File: src/rtl/data_sram_controller_pkg.sv
// Shared types for the data SRAM controller: bus sizes, FSM states and the latched request record.
package data_sram_params;

    typedef enum logic [1:0] {
        SIZE_BYTE = 2'd0,
        SIZE_HALF = 2'd1,
        SIZE_WORD = 2'd2
    } sram_size_t;

    typedef enum logic {
        IDLE  = 1'b0,
        ISSUE = 1'b1
    } controller_state_t;

    localparam int REQUEST_ADDRESS_WIDTH = 32;
    localparam int REQUEST_DATA_WIDTH    = 32;

    typedef struct packed {
        logic                             write;
        sram_size_t                       size;
        logic                             left;
        logic                             right;
        logic [REQUEST_ADDRESS_WIDTH-1:0] address;
        logic [REQUEST_DATA_WIDTH-1:0]    data;
    } memory_request_t;

endpackage

File: src/rtl/data_sram_controller_write_align.sv
// Byte-enable and write-data placement for a 4-lane data bus.
// SWL/SWR handling is present only when DATA_SRAM_UNALIGNED_STORE_EN is defined.
module data_sram_write_align
    import data_sram_params::*;
(
    input  logic        write,
    input  sram_size_t  size,
    input  logic        left,
    input  logic        right,
    input  logic [1:0]  offset,
    input  logic [31:0] data,
    output logic [3:0]  wstrb,
    output logic [31:0] wdata,
    output sram_size_t  bus_size
);

`ifndef DATA_SRAM_UNALIGNED_STORE_EN
    logic unused_unaligned;
    assign unused_unaligned = left ^ right;
`endif

    always_comb begin
        bus_size = size;
        wdata    = data;
        wstrb    = 4'b1111;
        case (size)
            SIZE_BYTE: begin
                wstrb = 4'b0001 << offset;
                wdata = {4{data[7:0]}};
            end
            SIZE_HALF: begin
                wstrb = 4'b0011 << {offset[1], 1'b0};
                wdata = {2{data[15:0]}};
            end
            default: ;
        endcase
`ifdef DATA_SRAM_UNALIGNED_STORE_EN
        // Partial-word stores go out as word-sized accesses at the original address.
        if (left) begin
            bus_size = SIZE_WORD;
            wstrb    = 4'b1111 >> (2'd3 - offset);
            wdata    = data >> {(2'd3 - offset), 3'b000};
        end else if (right) begin
            bus_size = SIZE_WORD;
            wstrb    = 4'b1111 << offset;
            wdata    = data << {offset, 3'b000};
        end
`endif
        if (!write) begin
            wstrb = 4'b0000;
        end
    end

endmodule

File: src/rtl/data_sram_controller.sv
// In-order load/store sequencer for the SRAM-like data bus with flush-aware response discarding.
// Optional SWL/SWR support: define DATA_SRAM_UNALIGNED_STORE_EN.
module data_sram_controller
    import data_sram_params::*;
#(
    parameter int MAX_OUTSTANDING = 4,
    parameter int ADDRESS_WIDTH   = 32,
    parameter int DATA_WIDTH      = 32
) (
    input  logic                     clock,
    input  logic                     reset,
    input  logic                     request_valid,
    output logic                     request_ready,
    input  logic                     request_write,
    input  logic [1:0]               request_size,
    input  logic                     request_left,
    input  logic                     request_right,
    input  logic [ADDRESS_WIDTH-1:0] request_address,
    input  logic [DATA_WIDTH-1:0]    request_write_data,
    input  logic                     flush,
    output logic                     response_valid,
    output logic [DATA_WIDTH-1:0]    response_data,
    output logic                     idle,
    output logic                     data_sram_req,
    output logic                     data_sram_wr,
    output logic [1:0]               data_sram_size,
    output logic [3:0]               data_sram_wstrb,
    output logic [ADDRESS_WIDTH-1:0] data_sram_addr,
    output logic [DATA_WIDTH-1:0]    data_sram_wdata,
    input  logic                     data_sram_addr_ok,
    input  logic                     data_sram_data_ok,
    input  logic [DATA_WIDTH-1:0]    data_sram_rdata
);

    localparam int COUNT_WIDTH = $clog2(MAX_OUTSTANDING + 1);
    localparam logic [COUNT_WIDTH-1:0] COUNT_MAX = COUNT_WIDTH'(MAX_OUTSTANDING);

    controller_state_t        state, next_state;
    memory_request_t          incoming, latched;
    logic [3:0]               aligned_wstrb, latched_wstrb;
    logic [31:0]              aligned_wdata;
    sram_size_t               aligned_size;
    logic [COUNT_WIDTH-1:0]   outstanding, outstanding_next, discard_count;
    logic                     cancel;
    logic                     accept, addr_fire, data_fire;

    data_sram_write_align u_write_align (
        .write    (request_write),
        .size     (sram_size_t'(request_size)),
        .left     (request_left),
        .right    (request_right),
        .offset   (request_address[1:0]),
        .data     (32'(request_write_data)),
        .wstrb    (aligned_wstrb),
        .wdata    (aligned_wdata),
        .bus_size (aligned_size)
    );

    always_comb begin
        incoming.write   = request_write;
        incoming.size    = aligned_size;
        incoming.left    = request_left;
        incoming.right   = request_right;
        incoming.address = REQUEST_ADDRESS_WIDTH'(request_address);
        incoming.data    = aligned_wdata;
    end

    always_ff @(posedge clock) begin
        if (reset) begin
            state <= IDLE;
        end else begin
            state <= next_state;
        end
    end

    // The bus must see req held with stable fields until addr_ok, even across a flush.
    always_comb begin
        next_state    = state;
        accept        = 1'b0;
        addr_fire     = 1'b0;
        data_sram_req = 1'b0;
        request_ready = 1'b0;
        case (state)
            IDLE: begin
                if (request_valid && !flush && outstanding < COUNT_MAX) begin
                    accept     = 1'b1;
                    next_state = ISSUE;
                end
            end
            ISSUE: begin
                data_sram_req = 1'b1;
                if (data_sram_addr_ok) begin
                    addr_fire     = 1'b1;
                    request_ready = !(cancel || flush);
                    next_state    = IDLE;
                end
            end
            default: next_state = IDLE;
        endcase
    end

    assign data_fire        = data_sram_data_ok && (outstanding != '0);
    assign outstanding_next = outstanding + COUNT_WIDTH'(addr_fire) - COUNT_WIDTH'(data_fire);

    always_ff @(posedge clock) begin
        if (reset) begin
            latched       <= '0;
            latched_wstrb <= 4'b0000;
        end else if (accept) begin
            latched       <= incoming;
            latched_wstrb <= aligned_wstrb;
        end
    end

    // On flush every transaction still owed a response is marked for discard.
    always_ff @(posedge clock) begin
        if (reset) begin
            outstanding    <= '0;
            discard_count  <= '0;
            cancel         <= 1'b0;
            response_valid <= 1'b0;
            response_data  <= '0;
        end else begin
            outstanding <= outstanding_next;
            if (flush) begin
                discard_count <= outstanding_next;
            end else begin
                discard_count <= discard_count
                               + COUNT_WIDTH'(addr_fire && cancel)
                               - COUNT_WIDTH'(data_fire && discard_count != '0);
            end
            if (addr_fire) begin
                cancel <= 1'b0;
            end else if (state == ISSUE && flush) begin
                cancel <= 1'b1;
            end
            response_valid <= data_fire && (discard_count == '0);
            if (data_fire && discard_count == '0) begin
                response_data <= data_sram_rdata;
            end
        end
    end

    assign data_sram_wr    = latched.write;
    assign data_sram_size  = latched.size;
    assign data_sram_wstrb = latched_wstrb;
    assign data_sram_addr  = ADDRESS_WIDTH'(latched.address);
    assign data_sram_wdata = DATA_WIDTH'(latched.data);
    assign idle            = (state == IDLE) && (outstanding == '0);

endmodule

File: config.mk
export PLATFORM = sky130hd
export DESIGN_NAME = data_sram_controller
export DESIGN_NICKNAME = d
export VERILOG_FILES = /design/src/rtl/data_sram_controller_pkg.sv /design/src/rtl/data_sram_controller_write_align.sv /design/src/rtl/data_sram_controller.sv
export SDC_FILE = /design/constraint.sdc
export NUM_CORES = 1
export LEC_CHECK = 0
export CORE_MARGIN = 3
export CORE_UTILIZATION = 32
export CTS_CLUSTER_DIAMETER = 200
export DETAILED_ROUTE_END_ITERATION = 12
export GPL_TIMING_DRIVEN = 0
export PLACE_DENSITY_LB_ADDON = 0.25
export SETUP_SLACK_MARGIN = 0.1
export SLEW_MARGIN = 20
export SYNTH_ARGS = -nofsm -noshare
export SYNTH_HDL_FRONTEND = slang
export SYNTH_SLANG_ARGS = --single-unit
File: constraint.sdc
create_clock -name clock -period 3 [get_ports clock]
set_input_delay 0.45 -clock clock [delete_from_list [all_inputs] [get_ports clock]]
set_output_delay 0.45 -clock clock [all_outputs]
set_load 0.05 [all_outputs]
== Word-level counts from Yosys, hierarchy flattened ==
Cells that the tools add are included.
Storage, ports and cells
  bits in registers: 112
Operators by class
  add/sub/neg operators: 4
  magnitude comparators: 1
  equality and inequality tests: 1
  shifts and indexed selects: 2
  muxes and demuxes: 13
  bitwise operators: 1
  reduce and logical (&&, ||, !) cells: 17
Operators with widths (count)
  case mux 32 bit (2 select lines): 1
  logical AND 1 bit: 8
  two-way mux 1 bit: 8
  case mux 4 bit (2 select lines): 1
  adder 3 x 1 -> 3 bit: 2
  zero test 3 bit: 2
  nonzero test 3 bit: 2
  subtractor 3 x 1 -> 3 bit: 2
  two-way mux 4 bit: 1
  left shift 1 x 2 -> 4 bit, first input constant: 1
  left shift 2 x 2 -> 4 bit, first input constant: 1
  less-than comparator 3 bit, second input constant: 1
  two-way mux 3 bit: 1
  == test 2 x 1 -> 1 bit, second input constant: 1
  zero test 1 bit: 2
  zero test 2 bit: 1
  case mux 1 bit (2 select lines): 1
  OR reduction 2 bit: 1
  logical OR 1 bit: 1
  inverter 1 bit: 1

== Depth between registers and ports, before layout ==
Gate-level depths: netlist (run 1).
  depth in word-level cells: 6
  depth in mapped cells: 11
  depth with buffers taken out: 10

== Modules after synthesis ==
From an unflattened synthesis (run 1), not the netlist that was laid out.
Second synthesis, totals
  cell total of the unflattened synthesis: 576
  area total of the unflattened synthesis: 4903.5 µm²
Modules (own cells, without submodules)
  data_sram_controller: times used 1, cells each 510, area each 4374.2 µm²
  data_sram_write_align: times used 1, cells each 66, area each 529.3 µm²

== Least setup slack after synthesis (run 1) ==
No wires, ideal clock.
  path kind: flip-flop to flip-flop
  from: register discard_count[0]
  to: register discard_count[2]
  arrival time: 2.407 ns
  slack: 0.476 ns
  cell stages (with the launch flop): 12
  path buffers: 2
  cells stage by stage: dfxtp_1 clkbuf_1 nor3_2 clkbuf_1 nor2_1 ha_1 inv_1 ha_1 fa_1 xor2_1 xnor2_1 a22o_1
Between the ends
  word-level cells in the longest chain between the ends: 4
  elaborated cells between the ends (all ways): 5
Ends and longest elaborated chain
  start, declared: line data_sram_controller.sv:43  | logic [COUNT_WIDTH-1:0] outstanding, outstanding_next, discard_count;
  start signal, assigned: line data_sram_controller.sv:126  | discard_count <= outstanding_next;
  start signal, assigned: line data_sram_controller.sv:128  | discard_count <= discard_count
  parallel branches: the longest is 2 deep, another holds adder 3 x 1 -> 3 bit
  subtractor 3 x 1 -> 3 bit *: line data_sram_controller.sv:130  | - COUNT_WIDTH'(data_fire && discard_count != '0);
  two-way mux 3 bit *: line data_sram_controller.sv:125  | if (flush) begin
Mark *: on every way between the ends.
A chain may end at the register's enable or synchronous reset.

== Worst setup path in the final report (run 1) ==
Same ends and word-level chain as after synthesis.

==> results.yml, run 1 <==
outcome:
  outcome: "finished clean"
sta:
  period_needed_ns: 2.71
  fmax_mhz: 369
  slew_headroom_pct: 61.5
  drv_slew: 0
  finalCritPeriodShare_pct: 90.4
  hold_viol: 0
  setup_violations: 0
  worst_pin_slew_ns: 0.576
  rsz0062_at_grt: "no"
  fin_skew_ns: 0.00644
  setup_ws_ns: 0.289
flow_run:
  cap_viol_max_count: 0
clock_network:
  clkLatencyLatePin_ns: 0.36
  cts_sinks: 112
  clkSlewWorstSetupHoldPaths_ns: 0.07
  h-tree-depth: 3
  cts_setup_buffers: 0
  clockBufferDepth: 2
  hold_buffers: 0
  cts-buffers-inserted: 9
  cts-root-buf: "clkbuf_16"
  cts_tree: "done"
floorplanning:
  start_util_pct: 33.5
  boundaryPins: 214
  die_h_um: 125
  dieArea_mm2: 0.0157
  coreArea_mm2: 0.0136
  std_cell_rows: 42
  die_width_um: 125
grt:
  antenna_found_initial: 0
  grt_use_total_pct: 19.9
  grt-ovfl-total: 0
  grt_pass1_vias: 4796
  grt_max_degree: 17
  grt_first_pass_wirelength_um: 25200
worst_setup_path:
  cp_slowest_cell: "fa_1"
  critical_path_buf_inv_count: 3
  critPathCaptureType: "flop"
  critical-path-max-stage-delay_ns: 0.38
  arrival_ns: 2.96
  critical_path.cell_chain: "clkbuf_1 -> nor3_4 -> clkbuf_2 -> nor2_1 -> ha_1 -> inv_1 -> ha_1 -> fa_1 -> xor2_1 -> xnor2_1 -> a22o_1"
  critical-path-top-delay-family: "adder cells"
  crit_top_cell: "ha_1"
  crit_type: "flop to flop"
  path_max_fanout: 10
  crit_required_ns: 3.25
  critPathLaunchType: "flop"
yosys:
  synth_cells: 527
  synth_largest_area_cell: "dfxtp_1"
  synth.area.top_cells: "dfxtp_1 49%, a21oi_1 9.8%, nand2_1 7.3%"
  seq_area_frac_synth_pct: 49.4
  synth.distinct_cells: 34
  syn-num-nets: 640
  yosysWarnings: 0
  avgSynthCellArea_um2: 8.62
  synth_area_mm2: 0.00454
  yosysTopAreaCellShare_pct: 49.4
  synth-seq-cells: 112
final_layout:
  final_util_pct: 53.0
  fin_cells: 926
  area_delta_synth_final_pct: 58.2
  fin_nets: 860
  n_antenna_cell: 0
  drive_gt1_share_pct: 5.20
placement:
  dp_cells: 913
  pre_cts_slack_ns: -0.243
  dp_hpwl_um: 12000
  port-buffer-count: 210
  gp_congestion: 0.825
routing:
  antenna_left: 0
  drcViolationCount: 0
  viasPerCell: 5.15
  dr_total_vias: 4773
  routed_wl_um: 15800
  drt_iter0_markers: 237
  drt-pass1-iter-count: 5
  wl_per_cell_um: 17.0
pwr:
  leakage_uw: 0.00250
  p_total_uw: 5470
  power-per-cell-area_mw_per_mm2: 761
  vdd_ir_drop_max_mv: 0.325
hold_path:
  hp-class: "primary input to flop"
-- power breakdown --
group	switching (uW)	internal, uW	total, uW
clock	532	743	1280
combinational	1540	810	2350
sequential	137	1700	1840
total	2210	3260	5470
-- kinds of logic after synthesis --
family                     count (synthesis)  synth area share (%)
buffers and inverters                     60                  6.31
xor gates and xnor gates                   3                 0.882
adders and majority gates                  6                  1.98
and+or+nand+nor                          168                  16.1
AOI/OAI and AO/OA                        169                  23.4
DFF                                      112                  49.4
muxes                                      9                  1.98
-- through the flow --
stage                     setup TNS (ns)  hold slack, ns  instance area, um^2
final                                  0           0.422                 7190
after global routing                   0           0.450                 7190
after CTS                              0           0.418                 7180
after detailed placement          -0.345           0.449                 6860
after global placement            -0.193           0.443                 6860
after floorplan                        0           0.505                 4540
-- registers in the layout, summed over array words and instances, names as in the netlist --
signal           count
cancel               1
data_sram_addr      32
data_sram_size       2
data_sram_wdata     32
data_sram_wr         1
data_sram_wstrb      4
discard_count        3
outstanding          3
response_data       32
response_valid       1
state                1
-- worst reg2reg max path, cell delays in order, from the launching register on --
cell and delay (ns):
dfxtp_1 0.32, clkbuf_1 0.20, nor3_4 0.34, clkbuf_2 0.31, nor2_1 0.07, ha_1 0.28
inv_1 0.04, ha_1 0.18, fa_1 0.38, xor2_1 0.16, xnor2_1 0.15, a22o_1 0.19
-- metal layers --
metal	vias to the layer above	routed length, um	track usage, %
met5	-	0	0
met4	0	456	8.67
met3	29	1390	7.59
met2	184	7490	33.0
met1	2242	6450	23.0
li1	2318	-	-
-- Yosys cell counts (all sizes together) --
cell and number:
a211oi 26, a21oi 89, a22o 1, a22oi 8, buf 21, clkbuf 32
dfxtp 112, fa 2, ha 4, inv 7, mux2i 9, nand2 88
nand2b 2, nand3 33, nand3b 5, nor2 32, nor2b 2, nor3 2
nor4 1, nor4b 1, o21ai 12, o31ai 1, o41ai 32, or2 1
or4b 1, xnor2 1, xnor3 1, xor2 1
-- cell type report --
class                      instances  area, um^2
buffer                            52         258
clock buffer                      10         239
clock inverter                     4        70.1
fill                            1261        6370
inverter                           7        26.3
multi-input combinational        355        2030
sequential                       112        2240
tap                              176         220
timing repair buffer             210        2100
-- what timing repair did --
item / CTS / global route
setup endpoints to repair: 1 / 1
gates resized for setup: 2 / 1
endpoints found under the hold margin: 0 / 0
-- placed cells by master, fill, tap and decap left out, drive strengths merged, types with 2 or more instances in the layout --
master           n
a211oi          26
a21oi           89
a22oi            8
buf             21
bufinv           2
clkbuf          41
clkdlybuf4s50  210
clkinv           2
dfxtp          112
fa               2
ha               4
inv              7
mux2i            9
nand2           88
nand2b           2
nand3           33
nand3b           5
nor2            32
nor2b            2
nor3             2
o21ai           12
o41ai           32
-- worst paths after layout --
kind,end,slack [ns],cells past startpoint,start
worst min register to register,data_sram_wdata[1],0.45,2,data_sram_wdata[1]
worst max register to register,discard_count[2],0.29,11,discard_count[0]
worst min-delay path,discard_count[1],0.42,2,flush
worst max-delay path,discard_count[2],0.29,11,discard_count[0]
No activity file was read; power rests on OpenSTA's default activity.
==> inputs of run 2 (changes only) <==
Settings changed: HOLD_SLACK_MARGIN from default to 0.02, SKIP_LAST_GASP from default to 1, SLEW_MARGIN 20 to default.
==> results of run 2 <==
Same layout as run 1: the final DEF is identical, and so are final timing and power.
==> inputs of run 3 (changes only) <==
Settings changed: CAP_MARGIN from default to 10, SETUP_SLACK_MARGIN 0.1 to 0.4.
==> run 3 against run 2 <==
Core utilization rose by 0.28 points; sequential share of layout area fell by 0.14 points; combinational power rose by 3%; clock skew barely moved; total power rose by 1.0%; highest routed layer unchanged; largest power group unchanged; cell area rose by 0.52%; clock-buffer cell count did not move; flip-flop and latch count did not move; critical path depth fell by 7.
==> results.yml, run 3 (synthesized netlist as in run 1, its figures left out) <==
sta:
  fin_skew_ns: 0.00682
  finalCritPeriodShare_pct: 84.3
  setup_violations: 0
  tns_ns: 0
  hold_viol: 0
  rsz0062_at_grt: "no"
  slew_headroom_pct: 61.4
  fmax_mhz: 395
  worst_pin_slew_ns: 0.577
  period_needed_ns: 2.53
  drv_slew: 0
  hold_slack_ns: 0.423
  setup_ws_ns: 0.470
hold_path:
  min_path_cells: 2
  hp-class: "primary input to flop"
pwr:
  p_comb_share_pct: 43.6
  p_total_uw: 5530
  leakage_uw: 0.00253
  intPower_uw: 3300
  pwr-share-clk_pct: 23.1
  switching_share_pct: 40.2
  vdd_ir_drop_max_mv: 0.325
  power_switching_uw: 2220
  power_frac_seq_pct: 33.3
  power-per-cell-area_mw_per_mm2: 765
clock_network:
  cts-buffers-inserted: 9
  clkSlewWorstSetupHoldPaths_ns: 0.07
  clockBufferDepth: 2
  hold_buffers: 0
  h-tree-depth: 3
  cts-root-buf: "clkbuf_16"
  cts_tree: "done"
  cts_sinks: 112
  clkLatencyLatePin_ns: 0.36
grt:
  grt_first_pass_wirelength_um: 25200
  grt_use_total_pct: 19.9
  antenna_found_initial: 0
  grt_pass1_vias: 4806
  grt-ovfl-total: 0
  grt_max_degree: 17
routing:
  m1WireLength_um: 6470
  drt-pass1-iter-count: 5
  viasPerCell: 5.11
  dr_total_vias: 4754
  antenna_left: 0
  routed_wl_um: 15800
  drcViolationCount: 0
  top_layer: "met4"
  drt_iter0_markers: 223
  wl_per_cell_um: 17.0
  wl_met2_um: 7520
  wl_met3_um: 1390
floorplanning:
  start_util_pct: 33.5
  std_cell_rows: 42
  coreArea_mm2: 0.0136
  die_h_um: 125
  dieArea_mm2: 0.0157
  boundaryPins: 214
  die_width_um: 125
worst_setup_path:
  critical_path_buf_inv_count: 2
  arrival_ns: 2.08
  critPathCaptureType: "primary output"
  critical-path-max-stage-delay_ns: 0.87
  crit_top_cell: "clkdlybuf4s50_1"
  path_max_fanout: 4
  critical-path-top-delay-family: "buffers and inverters"
  crit_required_ns: 2.55
  critPathLaunchType: "primary input"
  reg2reg_depth: 10
  crit_type: "primary input to primary output"
  path_depth: 4
  cp_slowest_cell: "clkdlybuf4s50_1"
  critical_path.cell_chain: "clkdlybuf4s50_1 -> nand2_1 -> nor3_1 -> clkdlybuf4s50_1"
final_layout:
  n_antenna_cell: 0
  drive_gt1_share_pct: 5.97
  layout_commonest_cell: "clkdlybuf4s50_1"
  fin_nets: 864
  final_util_pct: 53.3
  most-common-layout-cells: "210 x clkdlybuf4s50_1, 111 x dfxtp_1, 89 x a21oi_1"
  area_delta_synth_final_pct: 59.0
placement:
  gp_congestion: 0.825
  port-buffer-count: 210
  dp_hpwl_um: 12000
  pre_cts_slack_ns: -0.243
outcome:
  outcome: "finished clean"
flow_run:
  cap_viol_max_count: 0
==> run 3: layer usage <==
metal	track usage [%]	vias to the layer above
met1	22.9	2226
met3	7.59	29
met2	33.2	184
met4	8.67	0
li1	-	2315
met5	0	-
==> run 3: path summary, 6_finish.rpt <==
path	start	to	slack [ns]
setup / recovery	data_sram_addr_ok	request_ready	0.47
hold / removal	flush	discard_count[1]	0.42
setup reg to reg	outstanding[0]	discard_count[2]	0.53
hold reg to reg	data_sram_wdata[1]	data_sram_wdata[1]	0.45
==> run 3: cell type report <==
class                      instances  area, um^2
buffer                            53         272
clock buffer                      10         239
clock inverter                     4        70.1
fill                            1258        6330
inverter                           7        26.3
multi-input combinational        355        2030
sequential                       112        2240
tap                              176         220
timing repair buffer             213        2120
==> run 3: worst reg2reg max path, cell delays in order, from the launching register on <==
cell	delay, ns
dfxtp_1	0.35
o31ai_4	0.35
buf_4	0.24
nor2_1	0.06
ha_1	0.27
inv_1	0.04
ha_1	0.18
fa_1	0.38
xor2_1	0.16
xnor2_1	0.15
a22o_1	0.19
==> run 3: power by group through the flow <==
stage	sequential (uW)	clock [uW]	combinational, uW
after floorplan	2460	0	929
after global placement	1850	0	2310
after detailed placement	1860	0	2340
after CTS	1840	1320	2400
after global routing	1870	1370	2580
final	1840	1270	2410
==> run 3: stage by stage <==
| step | instance area, um^2 | instances |
|---|---|---|
| after floorplan | 4540 | 527 |
| after global placement | 6860 | 913 |
| after detailed placement | 6860 | 913 |
| after CTS | 7210 | 929 |
| after global routing | 7220 | 930 |
| final | 7220 | 930 |
==> run 3: repair_timing <==
action                                  4_1_cts  5_1_grt
resized for setup                             6        7
endpoints found under the setup margin        4        1
setup buffers                                 2        1
pin swaps                                     2        1
